`src/rtl/cpu_pkg.sv`:
```
// Shared CPU definitions: next-PC select encoding and default reset/trap vectors.
package cpu_pkg;

  typedef enum logic [1:0] {
    PC_SEQ = 2'b00,
    PC_BR  = 2'b01,
    PC_J   = 2'b10,
    PC_JR  = 2'b11
  } pcsrc_e;

  localparam logic [31:0] RESET_VECTOR_DEF = 32'h0000_3000;
  localparam logic [31:0] TRAP_VECTOR_DEF  = 32'h0000_4180;

endpackage

```
`src/rtl/ras_stack.sv`:
```
// Circular return-address stack: push at the write pointer, top is the entry just below it,
// count saturates at RAS_DEPTH (oldest entry overwritten once full).
module ras_stack #(
  parameter int unsigned WIDTH     = 32,
  parameter int unsigned RAS_DEPTH = 4,
  localparam int unsigned CW = $clog2(RAS_DEPTH + 1),
  localparam int unsigned PW = $clog2(RAS_DEPTH)
) (
  input  logic             clk_i,
  input  logic             rst_ni,
  input  logic             push_i,
  input  logic             pop_i,
  input  logic [WIDTH-1:0] push_data_i,
  output logic [WIDTH-1:0] top_o,
  output logic [CW-1:0]    count_o
);

  logic [WIDTH-1:0] mem_q [RAS_DEPTH];
  logic [PW-1:0]    ptr_q, ptr_d, top_idx, ptr_inc, wr_idx;
  logic [CW-1:0]    count_q, count_d;
  logic             wr_en;

  assign top_idx = (ptr_q == '0) ? PW'(RAS_DEPTH - 1) : ptr_q - PW'(1);
  assign ptr_inc = (ptr_q == PW'(RAS_DEPTH - 1)) ? '0 : ptr_q + PW'(1);
  assign top_o   = mem_q[top_idx];
  assign count_o = count_q;

  always_comb begin
    ptr_d   = ptr_q;
    count_d = count_q;
    wr_en   = 1'b0;
    wr_idx  = ptr_q;
    if (push_i && pop_i) begin
      // Simultaneous push/pop replaces the top entry in place.
      wr_en  = 1'b1;
      wr_idx = top_idx;
    end else if (push_i) begin
      wr_en   = 1'b1;
      ptr_d   = ptr_inc;
      count_d = (count_q == CW'(RAS_DEPTH)) ? count_q : count_q + CW'(1);
    end else if (pop_i && (count_q != '0)) begin
      ptr_d   = top_idx;
      count_d = count_q - CW'(1);
    end
  end

  always_ff @(posedge clk_i or negedge rst_ni) begin
    if (!rst_ni) begin
      for (int unsigned i = 0; i < RAS_DEPTH; i++) mem_q[i] <= '0;
      ptr_q   <= '0;
      count_q <= '0;
    end else begin
      ptr_q   <= ptr_d;
      count_q <= count_d;
      if (wr_en) mem_q[wr_idx] <= push_data_i;
    end
  end

endmodule

```
`src/rtl/pc_unit.sv`:
```
// Program-counter unit: next-PC selection, stall/trap priority, misaligned-target trap.
// Optional return-address stack check enabled by defining PC_UNIT_RAS_EN.
module pc_unit
  import cpu_pkg::*;
#(
  parameter int unsigned     WIDTH        = 32,
  parameter logic [WIDTH-1:0] RESET_VECTOR = WIDTH'(RESET_VECTOR_DEF),
  parameter logic [WIDTH-1:0] TRAP_VECTOR  = WIDTH'(TRAP_VECTOR_DEF),
  parameter int unsigned     RAS_DEPTH    = 4,
  localparam int unsigned CW = $clog2(RAS_DEPTH + 1)
) (
  input  logic             CLK,
  input  logic             RST_N,
  input  logic             Stall,
  input  logic             Trap,
  input  logic [1:0]       PCSrc,
  input  logic [WIDTH-1:0] Imme,
  input  logic [25:0]      Target,
  input  logic [WIDTH-1:0] RegTarget,
  input  logic             Push,
  input  logic             Pop,
  output logic [WIDTH-1:0] PC,
  output logic [WIDTH-1:0] PC_plus4,
  output logic             Redirect,
  output logic             Misalign,
  output logic             RAS_Miss,
  output logic [CW-1:0]    RAS_Count
);

  logic [WIDTH-1:0] pc_q, pc_d, br_target, j_target;
  logic             redirect_q, redirect_d;
  logic             misalign_q, misalign_d;
  logic             ras_miss_q, ras_miss_d;
  logic             ras_check_miss;

  assign PC_plus4  = pc_q + WIDTH'(4);
  assign br_target = PC_plus4 + (Imme << 2);
  assign j_target  = {PC_plus4[WIDTH-1:28], Target, 2'b00};

`ifdef PC_UNIT_RAS_EN
  logic             ras_push, ras_pop;
  logic [WIDTH-1:0] ras_top;
  logic [CW-1:0]    ras_count;

  assign ras_push = Push & ~Trap & ~Stall;
  assign ras_pop  = Pop  & ~Trap & ~Stall;

  ras_stack #(
    .WIDTH     (WIDTH),
    .RAS_DEPTH (RAS_DEPTH)
  ) u_ras (
    .clk_i       (CLK),
    .rst_ni      (RST_N),
    .push_i      (ras_push),
    .pop_i       (ras_pop),
    .push_data_i (PC_plus4),
    .top_o       (ras_top),
    .count_o     (ras_count)
  );

  assign ras_check_miss = ras_pop && ((ras_count == '0) || (ras_top != RegTarget));
  assign RAS_Count      = ras_count;
`else
  logic ras_unused;
  assign ras_unused     = Push ^ Pop;
  assign ras_check_miss = 1'b0;
  assign RAS_Count      = '0;
`endif

  always_comb begin
    pc_d       = pc_q;
    redirect_d = 1'b0;
    misalign_d = 1'b0;
    ras_miss_d = ras_check_miss;
    if (Trap) begin
      pc_d       = TRAP_VECTOR;
      redirect_d = 1'b1;
    end else if (!Stall) begin
      redirect_d = (pcsrc_e'(PCSrc) != PC_SEQ);
      unique case (pcsrc_e'(PCSrc))
        PC_SEQ: pc_d = PC_plus4;
        PC_BR:  pc_d = br_target;
        PC_J:   pc_d = j_target;
        PC_JR: begin
          if (RegTarget[1:0] != 2'b00) begin
            pc_d       = TRAP_VECTOR;
            misalign_d = 1'b1;
          end else begin
            pc_d = RegTarget;
          end
        end
        default: pc_d = PC_plus4;
      endcase
    end
  end

  always_ff @(posedge CLK or negedge RST_N) begin
    if (!RST_N) begin
      pc_q       <= RESET_VECTOR;
      redirect_q <= 1'b0;
      misalign_q <= 1'b0;
      ras_miss_q <= 1'b0;
    end else begin
      pc_q       <= pc_d;
      redirect_q <= redirect_d;
      misalign_q <= misalign_d;
      ras_miss_q <= ras_miss_d;
    end
  end

  assign PC       = pc_q;
  assign Redirect = redirect_q;
  assign Misalign = misalign_q;
  assign RAS_Miss = ras_miss_q;

endmodule

```
`config.mk`:
```
export PLATFORM = sky130hd
export DESIGN_NAME = pc_unit
export DESIGN_NICKNAME = d
export VERILOG_FILES = /design/src/rtl/cpu_pkg.sv /design/src/rtl/ras_stack.sv /design/src/rtl/pc_unit.sv
export SDC_FILE = /design/constraint.sdc
export NUM_CORES = 1
export LEC_CHECK = 0
export ABC_CLOCK_PERIOD_IN_PS = 3700
export CAP_MARGIN = 20
export CORE_MARGIN = 4
export CORE_UTILIZATION = 41
export DETAILED_ROUTE_END_ITERATION = 8
export GPL_ROUTABILITY_DRIVEN = 0
export PLACE_DENSITY = 0.86
export SLEW_MARGIN = 5
export SYNTH_ARGS = -nofsm -noshare
export SYNTH_HDL_FRONTEND = slang
export SYNTH_SLANG_ARGS = --single-unit
```
`constraint.sdc`:
```
create_clock -name CLK -period 3.7 [get_ports CLK]
set_clock_uncertainty 0.05 [all_clocks]
set_input_delay 0.74 -clock CLK [delete_from_list [all_inputs] [get_ports CLK]]
set_output_delay 0.74 -clock CLK [all_outputs]
set_load 0.03 [all_outputs]
```
Word-level counts from Yosys, hierarchy flattened
Index checks and enable logic that the tools add are counted.
{"block": "word_totals", "ram_bits": 0, "ff_bits": 34, "mem_bits_ro": 0, "memories": 0, "inputBits": 98, "wordCells": 22, "latch_bits": 0, "output_inout_bits": 70}
{"block": "classes", "n_div": 0, "eq_ne": 4, "mux": 10, "multipliers": 0, "order_cmp": 0, "bitwise": 0, "reduce_logical": 3, "n_shift": 0, "n_addsub": 2}
{"cell": "$pmux 32 s4", "n": 1}
{"cell": "$mux 32", "n": 3}
{"cell": "$add 32x3->32 const B", "n": 1}
{"cell": "$add 32x32->32", "n": 1}
{"cell": "$mux 1", "n": 6}
{"cell": "$eq 2x2->1 const B", "n": 2}
{"cell": "$reduce_bool 2->1", "n": 2}
{"cell": "$eq 2x1->1 const B", "n": 1}
{"cell": "$logic_not 2->1", "n": 1}
{"cell": "$ne 2x1->1 const B", "n": 1}

Longest topological paths before layout
Gate-level depths: netlist (run 1).
{"block": "logic_depth", "word_depth": 5, "depth_mapped": 17, "depth_no_buf": 16}

Least setup slack after synthesis (run 1)
OpenSTA, ideal clock, no wires.
{"block": "synth_timing", "path_type": "register to register", "start": "register pc_q[9], in the netlist PC[9]", "end": "register pc_q[29], in the netlist PC[29]", "synth_period_minus_slack_ps": 4303, "setup_ps": 139, "path_stages_with_launch": 16, "setup_slack_ps": -603, "required_ps": 3511, "arrival_ps": 4114, "n_path_buf": 2, "path_cell_list": "dfrtp_1 > buf_2 > and4_1 > nand3_1 > nor4_4 > nand3_1 > xnor2_1 > ha_1 > clkbuf_1 > and3_1 > and2_1 > a221o_1 > a31o_4 > a21oi_1 > or4b_2 > nand3_1"}
{"block": "synth_between", "elab_chain_cells": 5}
{"item": "start: declaration", "line_no": "pc_unit.sv:30", "text": "logic [WIDTH-1:0] pc_q, pc_d, br_target, j_target;"}
{"item": "start signal: assignment", "line_no": "pc_unit.sv:104", "text": "pc_q <= pc_d;"}
{"item": "$add 32x3->32", "line_no": "pc_unit.sv:36", "text": "assign PC_plus4 = pc_q + WIDTH'(4);"}
{"item": "net PC_plus4[24]", "line_no": "pc_unit.sv:23", "text": "output logic [WIDTH-1:0] PC_plus4,"}
{"item": "$add 32x32->32", "line_no": "pc_unit.sv:37", "text": "assign br_target = PC_plus4 + (Imme << 2);"}
{"item": "$pmux 32 s4", "line_no": "pc_unit.sv:80", "text": "unique case (pcsrc_e'(PCSrc))"}
{"item": "$mux 32", "line_no": "pc_unit.sv:78", "text": "end else if (!Stall) begin"}
{"item": "$mux 32", "line_no": "pc_unit.sv:75", "text": "if (Trap) begin"}
The timed path passes the listed nets, and every way through them passes these cells. The select of a mux whose other input is x is not followed.
A chain may end at the register's enable or synchronous reset.

Worst setup path in the final report (run 1)
{"block": "layout_timing", "start": "register pc_q[2], in the netlist PC[2]", "end": "register pc_q[29], in the netlist PC[29]"}
{"block": "layout_between", "elab_chain_cells": 5}
{"item": "$add 32x3->32 (*)", "line_no": "pc_unit.sv:36"}
{"item": "$add 32x32->32", "line_no": "pc_unit.sv:37"}
{"item": "$pmux 32 s4 (*)", "line_no": "pc_unit.sv:80"}
{"item": "$mux 32 (*)", "line_no": "pc_unit.sv:78"}
{"item": "$mux 32 (*)", "line_no": "pc_unit.sv:75"}
Mark *: on every way between the ends. The rest lies on a longest branch, timed or not. The select of a mux whose other input is x is not followed.

==> results of run 1 <==
## state kept, by name, indices dropped and copies added (netlist names)
register and count:
PC 32, Redirect 1, Misalign 1
## stage by stage
step	hold WS [ns]	setup TNS, ns	util	total power [mW]
6_report	0.462	0	0.679	1.80
5_1_grt	0.505	-0.117	0.679	1.89
4_1_cts	0.467	0	0.659	1.76
3_3_place_gp	0.463	-0.318	0.648	1.39
3_5_place_dp	0.443	-0.576	0.648	1.42
2_1_floorplan	0.394	-0.0934	-	1.02
## cell families (layout without fill, tap and decap cells)
logic type / Yosys count / count (layout) / share of synthesized area
compound gates: 189 / 189 / 0.291
other cells: 1 / 4 / 0.000857
simple gates: 226 / 226 / 0.252
mux: 6 / 6 / 0.0137
buf+inv: 45 / 239 / 0.0443
xor+xnor: 48 / 48 / 0.0961
flops: 34 / 34 / 0.195
fa+ha+maj: 37 / 37 / 0.107
## layout make-up
class	instances	area (µm²)	share of cell area
flip-flops and latches	34	871	0.124
clock buffers	8	110	0.0156
multi-input cells	510	3800	0.540
well taps	136	170	0.0242
inverters	10	37.5	0.00533
repair buffers	221	2060	0.292
## timing repair
item                       CTS  global route
hold endpoints to repair     0             0
gates resized for setup      6            35
buffers inserted             0             9
pin swaps                    0            15
setup endpoints to repair    4            12
## layout by cell type (no fill, tap or decap), types with 8 or more instances in the layout
cell,n
sky130_fd_sc_hd__nand3_1,14
sky130_fd_sc_hd__a31oi_1,9
sky130_fd_sc_hd__a221oi_1,9
sky130_fd_sc_hd__o22ai_1,8
sky130_fd_sc_hd__ha_1,30
sky130_fd_sc_hd__xor2_1,14
sky130_fd_sc_hd__nor2_1,55
sky130_fd_sc_hd__a21o_1,18
sky130_fd_sc_hd__buf_4,62
sky130_fd_sc_hd__nand2_1,63
sky130_fd_sc_hd__clkdlybuf4s50_1,155
sky130_fd_sc_hd__a21oi_1,42
sky130_fd_sc_hd__nand4_1,9
sky130_fd_sc_hd__clkbuf_8,8
sky130_fd_sc_hd__xnor2_2,11
sky130_fd_sc_hd__xnor2_1,14
sky130_fd_sc_hd__o21ai_0,31
sky130_fd_sc_hd__dfrtp_1,18
sky130_fd_sc_hd__inv_1,8
sky130_fd_sc_hd__and3_1,15
sky130_fd_sc_hd__dfrtp_2,14
sky130_fd_sc_hd__nor3_1,16
## worst register-to-register path: stages (launching register included)
cell and delay (ns):
sky130_fd_sc_hd__dfrtp_2 0.40, sky130_fd_sc_hd__ha_2 0.20, sky130_fd_sc_hd__nand3_2 0.12, sky130_fd_sc_hd__nor2_4 0.23, sky130_fd_sc_hd__nand4_1 0.23, sky130_fd_sc_hd__xnor2_2 0.31, sky130_fd_sc_hd__ha_4 0.20, sky130_fd_sc_hd__a211oi_1 0.06
sky130_fd_sc_hd__or3_4 0.38, sky130_fd_sc_hd__nand2_1 0.08, sky130_fd_sc_hd__or3_4 0.13, sky130_fd_sc_hd__a31o_4 0.19, sky130_fd_sc_hd__a31o_4 0.19, sky130_fd_sc_hd__a21oi_2 0.07, sky130_fd_sc_hd__or4b_2 0.63, sky130_fd_sc_hd__nand3_1 0.11
## per-layer routing
layer | wire (µm) | vias to the layer above | share of wire
li1 | - | 2565 | -
met1 | 6880 | 2710 | 0.37
met2 | 9050 | 354 | 0.49
met3 | 1810 | 82 | 0.098
met4 | 725 | 0 | 0.039
met5 | 0 | - | 0
## report_power, final
part	switching, mW	internal [mW]	total [mW]
registers	0.0442	0.401	0.446
clock network	0.154	0.188	0.342
logic	0.545	0.466	1.01
total	0.743	1.06	1.80
## path summary, 6_finish.rpt
path	startpoint	to	slack, ns	cells after the start
min in group asynchronous	RST_N	PC[3]$_DFFE_PN0P_	0.82	2
min	PC[0]$_DFFE_PN0P_	PC[0]$_DFFE_PN0P_	0.46	1
min reg2reg	PC[0]$_DFFE_PN0P_	PC[0]$_DFFE_PN0P_	0.46	1
max reg2reg	PC[2]$_DFFE_PN0P_	PC[29]$_DFFE_PN0P_	0.04	15
max	PC[2]$_DFFE_PN0P_	PC[29]$_DFFE_PN0P_	0.04	15
max in group asynchronous	RST_N	PC[17]$_DFFE_PN0P_	2.38	2
==> results.txt, run 1 <==
The clock tree buffer depth is 2. For this run, design rule violations remaining after detail routing come to 0. Setup violations remaining at the end of the flow were counted as 0.

The CTS tree is yes. Along the worst path, the maximum fanout reaches 5. The global-route met3 utilization came out at 0.0622. Dividing the detail-routed wire length by the instance count gives roughly 20 µm.

In the final layout, the share of cells above drive strength 1 is 0.195. The smallest clock period supported by the final layout is computed as 3.66 ns. The per-cell via count in the routed design is 6.21. The slowest cell on the critical path is sky130_fd_sc_hd__or4b_2. The met2 global-route usage came out at 0.480. Measured against its own limit, the worst slew margin works out to 0.265. The die height came out at 111 µm.

The overall routing resource usage came out at 0.280. The via count of the first global-routing pass came out at just under 6000. Detailed placement finished with a half-perimeter wire length of ~14 mm.

The layout filler cell count came out at 839. Ranked by instance count, the synthesized netlist is headed by sky130_fd_sc_hd__nand2_1 (63), sky130_fd_sc_hd__nor2_1 (59), sky130_fd_sc_hd__a21oi_1 (48). The cell count after synthesis is between 500 and 600.

The final design instance area without fill is around 7000 µm². The largest total area in the synthesized netlist belongs to sky130_fd_sc_hd__dfrtp_1. The count of hold-fix buffers inserted at cts came out at 0. The netlist uses 69 different library cells. The global-route layer with the greatest usage is met2. The setup slack after layout is 0.0432 ns. The number of antenna violations at the first check in global routing came out at 0. Dividing the final minimum period by the clock period gives 0.988. The placed cell count came out at 902.

For the worst setup path, the data required time is 3.88 ns. STA classifies the critical path startpoint as a register. The top achievable clock speed came out at 273 MHz. Among all cell types in the netlist, the one instantiated most often is sky130_fd_sc_hd__nand2_1. The mean instance size in the synthesized netlist is approximately 7.5 µm². By startpoint and endpoint, the worst setup path is classified as reg2reg. The static leakage came out at 3.05 nW. The endpoint arrival time on the critical path came out at 3.83 ns.

The max-capacitance violation count came out at 0. The number of buffers created by CTS came out at 5. Of the synthesized area, sequential elements account for 0.195.

The global-route track usage on met1 came out at 0.338. The setup slack at placement is -0.136 ns. Pin placement for this block handled roughly 170 I/O pins. The pre-antenna-repair detailed-routing pass consisted of 5 iterations. The final antenna diode count is 0. The area enclosed by the die boundary came out at 12400 µm². For this run the aggregate overflow at the end of global routing stands at 0.

For this run, the number of Yosys warnings is 0. The count of nets left with antenna violations after detail routing came out at 0. For this block, the via count after detailed routing is 5711. The path class of the tightest hold or removal check is reg2reg. The maximum level of the CTS H-tree is 2. The flow ran to the end, and the final reports show no timing, DRC or antenna violations. STA classifies the critical path endpoint as a register. The detailed router's first-iteration violation count came out at just under 600. The transition time at the pin with the least slew margin is between 1 and 1.5 ns. The core footprint came out at between 10000 and 15000 µm².

The count of buffers added on input and output ports is 159. For this design the ratio of total power to cell area is 255 nW/µm². The clock slew at the register clock pins of the worst setup and hold paths is 0.08 ns.

The kind of cell with the highest combined delay along the critical path is simple AND/OR/NAND/NOR gates. Entering global routing, the biggest net connects 47 pins. The total number of placement rows came out at 37.

In this run, synthesis produced a sequential element count of 34. The final net count is 917. The post-detailed-routing wire length came out at between 15 and 20 mm.

The die boundary width came out at around 110 µm. The tree is rooted in a sky130_fd_sc_hd__clkbuf_8. The number of sinks handled by clock tree synthesis came out at 34. The buffering stage count on the worst path with inverters included came out at 0. The post-route non-filler standard cell count came out at between 900 and 1000. The async set or reset register ratio after synthesis came out at 1.00. The clock insertion delay at the later pin of the skew report is 0.29 ns. Once placement finished, the instance area stood at ~6700 µm². For this configuration, the core starts out at a cell density of 0.422. By area the synthesized netlist is led by sky130_fd_sc_hd__dfrtp_1 (18%), sky130_fd_sc_hd__ha_1 (10%), sky130_fd_sc_hd__xnor2_1 (6.0%).

The number of synthesized flops with an enable pin came out at 0. Setup repair after global routing could not meet its margin everywhere. The share of synthesized area in the top cell type comes to 0.183. Compared with the post-synthesis result, the final layout area differs by 61.0%. Traced cell by cell, the critical path runs through ha_2 -> nand3_2 -> nor2_4 -> nand4_1 -> xnor2_2 -> ha_4 -> a211oi_1 -> or3_4 -> nand2_1 -> or3_4 -> a31o_4 -> a31o_4 -> a21oi_2 -> or4b_2 -> nand3_1. The first global-routing pass estimated 28.8 mm of wire. The number of pins with negative max-slew slack in the final report came to 0.

The maximum ir drop on the vdd rail came out at about 0.00014 V. The most used flip-flop cell after synthesis is sky130_fd_sc_hd__dfrtp_1. The final hold violation count is 0. The synthesized area is roughly 4400 µm².

In this design, the stage delay of the slowest critical-path cell is 0.63 ns.
Note: power is estimated with default switching activity, not from simulation.
==> run 2: changes to the inputs <==
--- a/config.mk
+++ b/config.mk
@@ -7,7 +7,7 @@
 export LEC_CHECK = 0
 export ABC_CLOCK_PERIOD_IN_PS = 3700
 export CAP_MARGIN = 20
-export CORE_MARGIN = 4
+export CORE_MARGIN = 2
 export CORE_UTILIZATION = 41
 export DETAILED_ROUTE_END_ITERATION = 8
 export GPL_ROUTABILITY_DRIVEN = 0
==> results.txt, run 2 (same netlist as run 1, synthesis figures left out) <==
The wire length of the first global-routing pass is 27.9 mm. STA classifies the critical path endpoint as a register. The final critical delay including setup and external delays came out at 3.72 ns. Setup repair after global routing could not meet its margin everywhere. The total of endpoints with negative setup slack in the final report is 1. The core footprint is 10300 µm².

The max-capacitance violation count is 0. From synthesis to final layout, the design area changed by 60.4%. The tree is rooted in a sky130_fd_sc_hd__clkbuf_8.

The slowest cell on the critical path is sky130_fd_sc_hd__or4b_2. By startpoint and endpoint, the worst setup path is classified as reg2reg. VDD sags by at most 0.000139 V. The largest net degree at the start of global routing came out at 36. The detailed router's first-iteration violation count is between 400 and 500. The number of pins with negative max-slew slack in the final report is 0. The highest fanout seen on the critical path is 5. The clock insertion delay at the later pin of the skew report came out at 0.29 ns. The number of antenna violations at the first check in global routing came out at 0. In the layout the commonest cells are sky130_fd_sc_hd__clkdlybuf4s50_1 (156), sky130_fd_sc_hd__nand2_1 (62), sky130_fd_sc_hd__buf_4 (62). The portion of the clock cycle consumed by the worst path in the final layout came out at 1.01. The die boundary width came out at 107 µm. Buffers inserted during clock tree synthesis total 5. Timing would allow up to 269 MHz. TritonCTS built the clock tree. In this run the core area contains 37 standard-cell rows. The worst register-to-register path ends at PC[29]$_DFFE_PN0P_.

The placed standard-cell area came out at 6770 µm². The maximum level of the CTS H-tree came out at 2. The final reports fail on negative setup slack. In this run the vertical extent of the chip is 107 µm.

The most frequent standard cell in the layout excluding fill and tap cells is sky130_fd_sc_hd__clkdlybuf4s50_1. In this run the remaining antenna-violating nets after routing total 0. The worst register-to-register path begins at PC[3]$_DFFE_PN0P_. The startpoint of the tightest hold check path is PC[0]$_DFFE_PN0P_.

The register with the most flip-flops in the layout has 32 of them. Dividing the detail-routed wire length by the instance count gives 19.6 µm. In the global route stage, overall resource usage came out at 0.302.

Power comes to 1.73 mW. The transition time at the pin with the least slew margin came out at approximately 1.1 ns. For this run the aggregate overflow at the end of global routing stands at 0. The final net count is ~900. The cell count of the worst hold path came out at 1.

The count of boundary I/O pins came out at 168. The initial cell density of the core came out at 0.424. The final layout contains routed wiring with a total length of 18.1 mm. The static leakage came out at 3.07 nW. The final design instance area without fill came out at 7020 µm². The capture endpoint of the worst hold path is PC[0]$_DFFE_PN0P_. The detailed placer's ending HPWL came out at 14.0 mm. The per-cell via count in the routed design came out at roughly 6. The setup slack after layout came out at -0.0235 ns. Clock tree synthesis found a total of 34 sinks. The clock slew at the register clock pins of the worst setup and hold paths is 0.08 ns. The number of vias in the routed layout is 5672. The clock tree buffer depth is 2.

The endpoint arrival time on the critical path came out at between 3 and 4 ns. The final routed DRC violation total came out at 0. In this run the tightest slew margin relative to its limit is 0.278. The fraction of layout cells with a size suffix above 1 came out at 0.191. For the worst flop-to-flop path, the logic depth is 15. The endpoint required time on the critical path is a little under 4 ns. The worst hold path belongs to the class reg2reg. The via count of the first global-routing pass came out at 5791.

The worst setup path is launched from a register. The critical path goes through ha_2 -> nand3_2 -> nor2_4 -> nand3_2 -> xnor2_2 -> ha_1 -> nand2_1 -> or3_1 -> nand2_1 -> or3_4 -> a31o_4 -> a31o_4 -> a21oi_2 -> or4b_2 -> nand3_1. The final hold violation count came out at 0. The total iterations of the first detailed-routing run is 5. The power density relative to cell area is 247 nW/µm². The final antenna diode count came out at 0. The highest cell delay on the worst timing path is ~0.65 ns. In this run the tool buffered the top-level ports with about 160 buffer cells. The area enclosed by the die boundary is 11500 µm². The count of hold-fix buffers inserted at cts came out at 0.

The flow ran to the end, but the final reports show violations. In this run the register-to-register setup slack is -0.02 ns. The filler cells instantiated in the layout total 814.
[run 2: worst max-delay path: cells and delay by family (launching register included)]
kind | cells | cell delay [ns]
AOI/OAI and AO/OA | 3 | 0.44
xor gates and xnor gates | 1 | 0.18
adders and majority gates | 2 | 0.53
DFF | 1 | 0.41
and+or+nand+nor | 9 | 2.06
[run 2: what timing repair did]
item	CTS	global route
resized for setup	4	36
setup buffers	0	4
gates cloned	0	0
pin swaps	0	9
setup endpoints to repair	5	18
[run 2: how the worst max path moves through the flow]
stage	startpoint	end	slack, ns	depth (start not counted)
2_1_floorplan	PC[2]$_DFFE_PN0P_	PC[29]$_DFFE_PN0P_	-0.06	15
3_3_place_gp	Imme[0]	PC[26]$_DFFE_PN0P_	-0.13	14
3_5_place_dp	Imme[0]	PC[26]$_DFFE_PN0P_	-0.15	14
4_1_cts	PC[3]$_DFFE_PN0P_	PC[29]$_DFFE_PN0P_	-0.006	15
5_1_grt	PC[2]$_DFFE_PN0P_	PC[29]$_DFFE_PN0P_	-0.14	15
6_report	PC[3]$_DFFE_PN0P_	PC[29]$_DFFE_PN0P_	-0.02	15
[run 2: metrics by stage]
stage	utilization	hold slack [ns]	instances	worst slack, ns	TNS, ns
after floorplan	-	0.394	589	-0.0594	-0.0934
after global placement	0.654	0.449	907	-0.127	-0.320
after detailed placement	0.656	0.457	908	-0.154	-0.598
after CTS	0.665	0.481	916	-0.00617	-0.00617
after global routing	0.680	0.486	920	-0.144	-0.214
final	0.680	0.479	920	-0.0235	-0.0235
[run 2: cell type report]
class	count	area, µm²	share of cell area
multi-input cells	510	3780	0.539
repair buffers	222	2080	0.296
flip-flops and latches	34	871	0.124
well taps	136	170	0.0242
clock buffers	6	72.6	0.0103
inverters	10	37.5	0.00535
clock inverters	2	10.0	0.00143
[run 2: layer usage]
layer / GRT usage / up-vias / wire length (µm)
li1: - / 2575 / -
met5: 0 / - / 0
met4: 0.147 / 0 / 816
met1: 0.356 / 2658 / 6680
met3: 0.0545 / 80 / 1820
met2: 0.528 / 359 / 8750
[run 2: power by group]
part / leakage, nW / internal (mW) / total, mW / switching, mW
Sequential: 0.419 / 0.401 / 0.444 / 0.0424
Clock: 0.0450 / 0.131 / 0.279 / 0.148
Combinational: 2.60 / 0.464 / 1.01 / 0.546
